**src/rtl/ram_req_ctrl_if.sv**
```systemverilog
// Command / response / RAM-side bundle for ram_req_ctrl.
// The slave modport is the controller's view. The master modport is the
// environment's view: the requester, the response consumer and the attached RAM.
interface ram_req_ctrl_if #(
  parameter int DATA_WIDTH = 32,
  parameter int ADDR_WIDTH = 10
);
  // Command channel
  logic                  req_valid;
  logic                  req_ready;
  logic [1:0]            req_op;
  logic [ADDR_WIDTH-1:0] req_addr;
  logic [ADDR_WIDTH:0]   req_len;
  logic [DATA_WIDTH-1:0] req_data;
  // Response channel
  logic                  rsp_valid;
  logic                  rsp_ready;
  logic [DATA_WIDTH-1:0] rsp_data;
  logic                  done;
  // RAM port
  logic [ADDR_WIDTH-1:0] ram_addr;
  logic                  ram_we;
  logic [DATA_WIDTH-1:0] ram_din;
  logic [DATA_WIDTH-1:0] ram_dout;

  modport slave (
    input  req_valid, req_op, req_addr, req_len, req_data, rsp_ready, ram_dout,
    output req_ready, rsp_valid, rsp_data, done, ram_addr, ram_we, ram_din
  );

  modport master (
    output req_valid, req_op, req_addr, req_len, req_data, rsp_ready, ram_dout,
    input  req_ready, rsp_valid, rsp_data, done, ram_addr, ram_we, ram_din
  );
endinterface

```
**src/rtl/ram_req_ctrl.sv**
```systemverilog
// Request front end for a synchronous single-port RAM with a 1-cycle read.
// It accepts read, write and burst-fill commands and drives the RAM ports from
// registers. Read data is returned over a valid/ready response channel.
// Write, fill and reserved commands finish with a one-cycle done pulse.
module ram_req_ctrl #(
  parameter int DATA_WIDTH = 32,
  parameter int ADDR_WIDTH = 10
) (
  input  logic            clk,
  input  logic            rst,
  ram_req_ctrl_if.slave   bus
);

  typedef enum logic [2:0] {
    IDLE    = 3'd0,
    RD_ADDR = 3'd1,
    RD_RSP  = 3'd2,
    WR      = 3'd3,
    FILL    = 3'd4
  } state_t;

  localparam logic [1:0]            OP_READ  = 2'b00;
  localparam logic [1:0]            OP_WRITE = 2'b01;
  localparam logic [1:0]            OP_FILL  = 2'b10;
  localparam logic [ADDR_WIDTH-1:0] ONE_A    = 1;

  state_t                state_q,     state_d;
  logic [ADDR_WIDTH-1:0] cnt_q,       cnt_d;
  logic                  rd_phase_q,  rd_phase_d;
  logic [ADDR_WIDTH-1:0] ram_addr_q,  ram_addr_d;
  logic                  ram_we_q,    ram_we_d;
  logic [DATA_WIDTH-1:0] ram_din_q,   ram_din_d;
  logic                  rsp_valid_q, rsp_valid_d;
  logic [DATA_WIDTH-1:0] rsp_data_q,  rsp_data_d;
  logic                  done_q,      done_d;

  // req_ready is the only output decoded combinationally from state.
  assign bus.req_ready = (state_q == IDLE);
  assign bus.ram_addr  = ram_addr_q;
  assign bus.ram_we    = ram_we_q;
  assign bus.ram_din   = ram_din_q;
  assign bus.rsp_valid = rsp_valid_q;
  assign bus.rsp_data  = rsp_data_q;
  assign bus.done      = done_q;

  // Next-state and registered-output decode for the command FSM.
  always_comb begin
    state_d     = state_q;
    cnt_d       = cnt_q;
    rd_phase_d  = rd_phase_q;
    ram_addr_d  = ram_addr_q;
    ram_we_d    = ram_we_q;
    ram_din_d   = ram_din_q;
    rsp_valid_d = rsp_valid_q;
    rsp_data_d  = rsp_data_q;
    done_d      = 1'b0;

    case (state_q)
      IDLE: begin
        if (bus.req_valid) begin
          case (bus.req_op)
            OP_READ: begin
              ram_addr_d = bus.req_addr;
              ram_we_d   = 1'b0;
              rd_phase_d = 1'b0;
              state_d    = RD_ADDR;
            end
            OP_WRITE: begin
              ram_addr_d = bus.req_addr;
              ram_din_d  = bus.req_data;
              ram_we_d   = 1'b1;
              state_d    = WR;
            end
            OP_FILL: begin
              if (bus.req_len == '0) begin
                done_d = 1'b1;
              end else begin
                ram_addr_d = bus.req_addr;
                ram_din_d  = bus.req_data;
                ram_we_d   = 1'b1;
                // A full-memory length has zero low bits, so the subtraction
                // wraps to 2^ADDR_WIDTH-1. That is still the correct remaining count.
                cnt_d      = bus.req_len[ADDR_WIDTH-1:0] - ONE_A;
                state_d    = FILL;
              end
            end
            default: begin
              done_d = 1'b1;
            end
          endcase
        end
      end

      RD_ADDR: begin
        // The first edge lets the RAM sample the address.
        // The second edge captures its output.
        if (!rd_phase_q) begin
          rd_phase_d = 1'b1;
        end else begin
          rsp_data_d  = bus.ram_dout;
          rsp_valid_d = 1'b1;
          state_d     = RD_RSP;
        end
      end

      RD_RSP: begin
        if (bus.rsp_ready) begin
          rsp_valid_d = 1'b0;
          state_d     = IDLE;
        end
      end

      WR: begin
        ram_we_d = 1'b0;
        done_d   = 1'b1;
        state_d  = IDLE;
      end

      FILL: begin
        if (cnt_q != '0) begin
          ram_addr_d = ram_addr_q + ONE_A;
          cnt_d      = cnt_q - ONE_A;
        end else begin
          ram_we_d = 1'b0;
          done_d   = 1'b1;
          state_d  = IDLE;
        end
      end

      default: begin
        state_d = IDLE;
      end
    endcase
  end

  // State and output registers.
  // Reset aborts any command at once; words already written stay in the RAM.
  always_ff @(posedge clk or posedge rst) begin
    if (rst) begin
      state_q     <= IDLE;
      cnt_q       <= '0;
      rd_phase_q  <= 1'b0;
      ram_addr_q  <= '0;
      ram_we_q    <= 1'b0;
      ram_din_q   <= '0;
      rsp_valid_q <= 1'b0;
      rsp_data_q  <= '0;
      done_q      <= 1'b0;
    end else begin
      state_q     <= state_d;
      cnt_q       <= cnt_d;
      rd_phase_q  <= rd_phase_d;
      ram_addr_q  <= ram_addr_d;
      ram_we_q    <= ram_we_d;
      ram_din_q   <= ram_din_d;
      rsp_valid_q <= rsp_valid_d;
      rsp_data_q  <= rsp_data_d;
      done_q      <= done_d;
    end
  end

endmodule

```
**src/flat_wrapper.sv**
```systemverilog
// flat-port wrapper written by rule: the top's interface ports become plain ports
module ram_req_ctrl_flat 
#(
  parameter int DATA_WIDTH = 32,
  parameter int ADDR_WIDTH = 10
)
  (clk, rst, bus_req_valid, bus_req_op, bus_req_addr, bus_req_len, bus_req_data, bus_rsp_ready, bus_ram_dout, bus_req_ready, bus_rsp_valid, bus_rsp_data, bus_done, bus_ram_addr, bus_ram_we, bus_ram_din);
  ram_req_ctrl_if #(.DATA_WIDTH(DATA_WIDTH), .ADDR_WIDTH(ADDR_WIDTH)) bus_i ();
  input  logic clk;
  input  logic rst;
  input wire logic [$bits(bus_i.req_valid)-1:0] bus_req_valid;
  input wire logic [$bits(bus_i.req_op)-1:0] bus_req_op;
  input wire logic [$bits(bus_i.req_addr)-1:0] bus_req_addr;
  input wire logic [$bits(bus_i.req_len)-1:0] bus_req_len;
  input wire logic [$bits(bus_i.req_data)-1:0] bus_req_data;
  input wire logic [$bits(bus_i.rsp_ready)-1:0] bus_rsp_ready;
  input wire logic [$bits(bus_i.ram_dout)-1:0] bus_ram_dout;
  output wire logic [$bits(bus_i.req_ready)-1:0] bus_req_ready;
  output wire logic [$bits(bus_i.rsp_valid)-1:0] bus_rsp_valid;
  output wire logic [$bits(bus_i.rsp_data)-1:0] bus_rsp_data;
  output wire logic [$bits(bus_i.done)-1:0] bus_done;
  output wire logic [$bits(bus_i.ram_addr)-1:0] bus_ram_addr;
  output wire logic [$bits(bus_i.ram_we)-1:0] bus_ram_we;
  output wire logic [$bits(bus_i.ram_din)-1:0] bus_ram_din;
  assign bus_i.req_valid = bus_req_valid;
  assign bus_i.req_op = bus_req_op;
  assign bus_i.req_addr = bus_req_addr;
  assign bus_i.req_len = bus_req_len;
  assign bus_i.req_data = bus_req_data;
  assign bus_i.rsp_ready = bus_rsp_ready;
  assign bus_i.ram_dout = bus_ram_dout;
  assign bus_req_ready = bus_i.req_ready;
  assign bus_rsp_valid = bus_i.rsp_valid;
  assign bus_rsp_data = bus_i.rsp_data;
  assign bus_done = bus_i.done;
  assign bus_ram_addr = bus_i.ram_addr;
  assign bus_ram_we = bus_i.ram_we;
  assign bus_ram_din = bus_i.ram_din;
  ram_req_ctrl #(.DATA_WIDTH(DATA_WIDTH), .ADDR_WIDTH(ADDR_WIDTH)) u_core (.clk(clk), .rst(rst), .bus(bus_i));
endmodule
```
**config.mk**
```make
export PLATFORM = sky130hd
export DESIGN_NAME = ram_req_ctrl_flat
export DESIGN_NICKNAME = d
export VERILOG_FILES = /design/src/rtl/ram_req_ctrl_if.sv /design/src/rtl/ram_req_ctrl.sv /design/src/flat_wrapper.sv
export SDC_FILE = /design/constraint.sdc
export NUM_CORES = 1
export LEC_CHECK = 0
export CORE_MARGIN = 3
export CORE_UTILIZATION = 25
export CTS_CLUSTER_SIZE = 24
export DETAILED_ROUTE_END_ITERATION = 7
export HOLD_SLACK_MARGIN = 0.1
export PLACE_DENSITY = 0.59
export SLEW_MARGIN = 40
export SYNTH_ARGS = -nofsm -noshare
export SYNTH_HDL_FRONTEND = slang
export SYNTH_SLANG_ARGS = --single-unit
```
**constraint.sdc**
```tcl
create_clock -name clk -period 3.25 [get_ports clk]
set_input_delay 0.65 -clock clk [delete_from_list [all_inputs] [get_ports clk]]
set_output_delay 0.65 -clock clk [all_outputs]
set_load 0.005 [all_outputs]
```
==> key figures <==
Run status
  – Outcome: finished, final reports clean

Clock tree
  – Post-CTS Hold Buffers: 0
  – CTS tree: done
  – Post-CTS Setup Bufs: 0
  – Clock Path Buffers: 2
  – Clock slew at reported path FFs: 0.07 ns
  – Sink Count: 91
  – Post-CTS sizing: 0
  – Number of buffers created by CTS: 9
  – H-tree levels: 3
  – CTS root buffer: clkbuf_16
  – Clk_lat worst skew: 0.35 ns

Critical path
  – Crit end category: register
  – WP data arrival: 3.11 ns
  – Setup Crit Path Kind: register to register
  – Slowest stage cell, crit path: dfrtp_1
  – Critical Path Most Common Cell: buf_4
  – CP Max Fanout: 15
  – Peak per-stage delay on the critical path: 0.54 ns
  – Worst EP required: 3.47 ns
  – CP cell instances: nor3b_4, buf_4, mux2i_1, ha_1, nor4b_1, buf_4, nand2b_1, xnor2_1, a22oi_1, o2bb2ai_1
  – Worst setup SP type: register

Cells and area
  – Non-filler cells, final: 758
  – Multi-input gate area: 2066 um2
  – Fill count: 1644
  – Layout cell share with drive strength beyond 1: 0.2008
  – Final design utilization: 0.3854
  – Nets@finish: 625
  – Ant diodes: 0
  – Register area: 2277 um2
  – P&R area growth vs syn: 49.53%

Min path
  – Hold crit path type: register to register

Place
  – Post-DP HPWL: 8708 um
  – Routability congestion estimate: 0.7837
  – Dpl ws: 0.2566 ns
  – IO buf count: 168
  – Placed cells: 742

STA
  – RSZ-0062 raised after global routing: no
  – Setup ws final: 0.3584 ns
  – Peak Freq: 345.8 MHz
  – Final Max Slew Viols: 0
  – Tmin final: 2.892 ns
  – Skew final: 0.009334 ns
  – Final hold vios: 0
  – Fin crit share: 0.8897
  – Final setup TNS: 0 ns
  – Setup violators final: 0
  – Slew margin rel.: 0.6521
  – Tightest Pin Transition: 0.5218 ns

Routing
  – Vias/cell: 4.488
  – Final ANT Viol Nets: 0
  – Top Layer Used: met4
  – DR DRC count: 0
  – DR vias: 3402
  – Initial DRC Count: 101
  – First-pass DRT Iterations: 4
  – Met2 WL: 5657 um
  – Routed wire per std cell: 15.56 um
  – Drt total wl: 11790 um
  – Routed wl met3: 663 um
  – Metal-1 WL: 5199 um

Logic synthesis
  – FF+latch count, synth: 91
  – Most used flip-flop cell after synthesis: dfrtp_1
  – Post-Syn Instances: 359
  – Post-synth cell types: 63
  – EDFF count, synth: 0
  – Syn Area/Cell: 12.55 um2
  – Asr flop ratio synth: 1.000
  – Seq/Total Area, Yosys: 0.5056
  – Synthesized cell area: 4504 um2
  – Ys Warns: 0
  – Syn nets: 456

Floorplanning
  – Initial Util: 0.2577
  – Die area: 19660 um2
  – Io pins: 169
  – Die H: 140.2 um
  – Site Rows: 48
  – Area of the core: 17480 um2
  – Die width: 140.2 um

GRT
  – First-pass GRT wire length: 19030 um
  – Global Route Usage Sum: 0.1199
  – GR Overflow Total: 0
  – Initial antenna violation count: 0
  – Vias in the first global route: 3629
  – Pin count of the biggest net entering global routing: 92

Power
  – VDD IR-drop max: 0.3161 mV
  – Power per cell area: 853.1 nW/um2
  – P_leak: 2.787 nW

Job
  – Max-cap viol count: 0
## state kept, by name, indices dropped and copies added, names as in the netlist, 3 cells and up
signal               cells
u_core.cnt_q            10
u_core.state_q           3
u_core.bus.rsp_data     32
u_core.bus.ram_din      32
u_core.bus.ram_addr     10
## critical path: cells and delay by family (launching register included)
family	cells	cell delay (ns)
AND/OR/NAND/NOR	3	0.75
flip-flops	1	0.54
buffers and inverters	2	0.47
adder cells (fa/ha/maj)	1	0.34
AO/OA/AOI/OAI	2	0.30
multiplexers	1	0.23
XOR/XNOR	1	0.13
## worst paths after layout
kind	from	slack (ns)	end	cells after the start
hold reg to reg	u_core.bus.ram_we$_DFFE_PP0P_	0.50	u_core.bus.ram_we$_DFFE_PP0P_	1
min in group asynchronous	rst	0.72	u_core.bus.rsp_data[28]$_DFFE_PP0P_	3
max in group asynchronous	rst	2.14	u_core.bus.ram_din[30]$_DFFE_PP0P_	3
setup reg to reg	u_core.state_q[0]$_DFFE_PP0P_	0.36	u_core.cnt_q[6]$_DFFE_PP0P_	10
setup / recovery	u_core.state_q[0]$_DFFE_PP0P_	0.36	u_core.cnt_q[6]$_DFFE_PP0P_	10
hold / removal	u_core.bus.ram_we$_DFFE_PP0P_	0.50	u_core.bus.ram_we$_DFFE_PP0P_	1
## through the flow
stage	hold WS (ns)	total power, W	area (um2)
global placement	0.4881	0.004693	6440
floorplan	0.4893	0.003370	4504
CTS	0.5004	0.005843	6733
finish	0.4991	0.005746	6735
global route	0.5161	0.006124	6735
detailed placement	0.4848	0.004755	6440
## cells in the mapped netlist (2+ instances only)
library cell	n	area (um2)
nand2_1	23	86.33
a32oi_1	2	17.52
o22a_1	6	52.55
nand2b_1	2	12.51
nand3_1	9	45.04
a32o_1	2	20.02
nor3_4	3	48.80
and4_1	2	17.52
clkbuf_1	3	11.26
mux2_4	30	450.4
buf_6	6	67.56
buf_4	3	22.52
buf_2	7	35.03
a31oi_1	4	25.02
o31a_1	2	17.52
nor2_1	21	78.83
nand4_1	3	18.77
a21oi_1	16	80.08
xnor2_1	5	43.79
o21ai_0	15	75.07
nor3_1	9	45.04
dfrtp_1	91	2277
o22ai_1	3	18.77
mux2i_1	4	40.04
inv_1	6	22.52
ha_1	6	75.07
and3_1	5	31.28
mux2_2	34	382.9
or3_1	2	12.51
a22o_1	2	17.52
## final cells by class
type / instances / share of cell area
tap: 225 / 0.04180
clock buffer: 9 / 0.03344
inverter: 6 / 0.003530
clock inverter: 7 / 0.01003
timing repair buffer: 178 / 0.2664
multi-input combinational: 242 / 0.3067
sequential: 91 / 0.3381
## cell families after synthesis
family                   synth area share
AND/OR/NAND/NOR                    0.1253
flip-flops                         0.5056
AO/OA/AOI/OAI                      0.1125
multiplexers                       0.1939
buffers and inverters             0.03639
adder cells (fa/ha/maj)           0.01667
XOR/XNOR                         0.009722
## metal layers
metal	global-route usage	vias up
met5	0	-
met1	0.1515	1608
li1	-	1659
met4	0.05201	0
met3	0.02765	19
met2	0.1963	116
## cells in the final DEF, fill, tap and decap left out, types with 4 or more instances in the layout
cell type	count
clkdlybuf4s50_1	168
dfrtp_1	91
mux2_2	34
mux2_4	30
nand2_1	22
nor2_1	21
a21oi_1	16
o21ai_0	15
nor3_1	9
nand3_1	9
clkbuf_16	9
buf_4	7
o22a_1	6
ha_1	6
inv_1	5
and3_1	5
xnor2_1	5
mux2i_1	4
a31oi_1	4
## power breakdown
group,switching [W],total [W],internal [W],leakage (nW)
logic,0.000853,0.00256,0.00171,1.57
registers,0.000440,0.00214,0.00170,1.08
clock network,0.000502,0.00104,0.000541,0.142
total,0.00179,0.00575,0.00395,2.79
(Power assumes the default switching activity.)
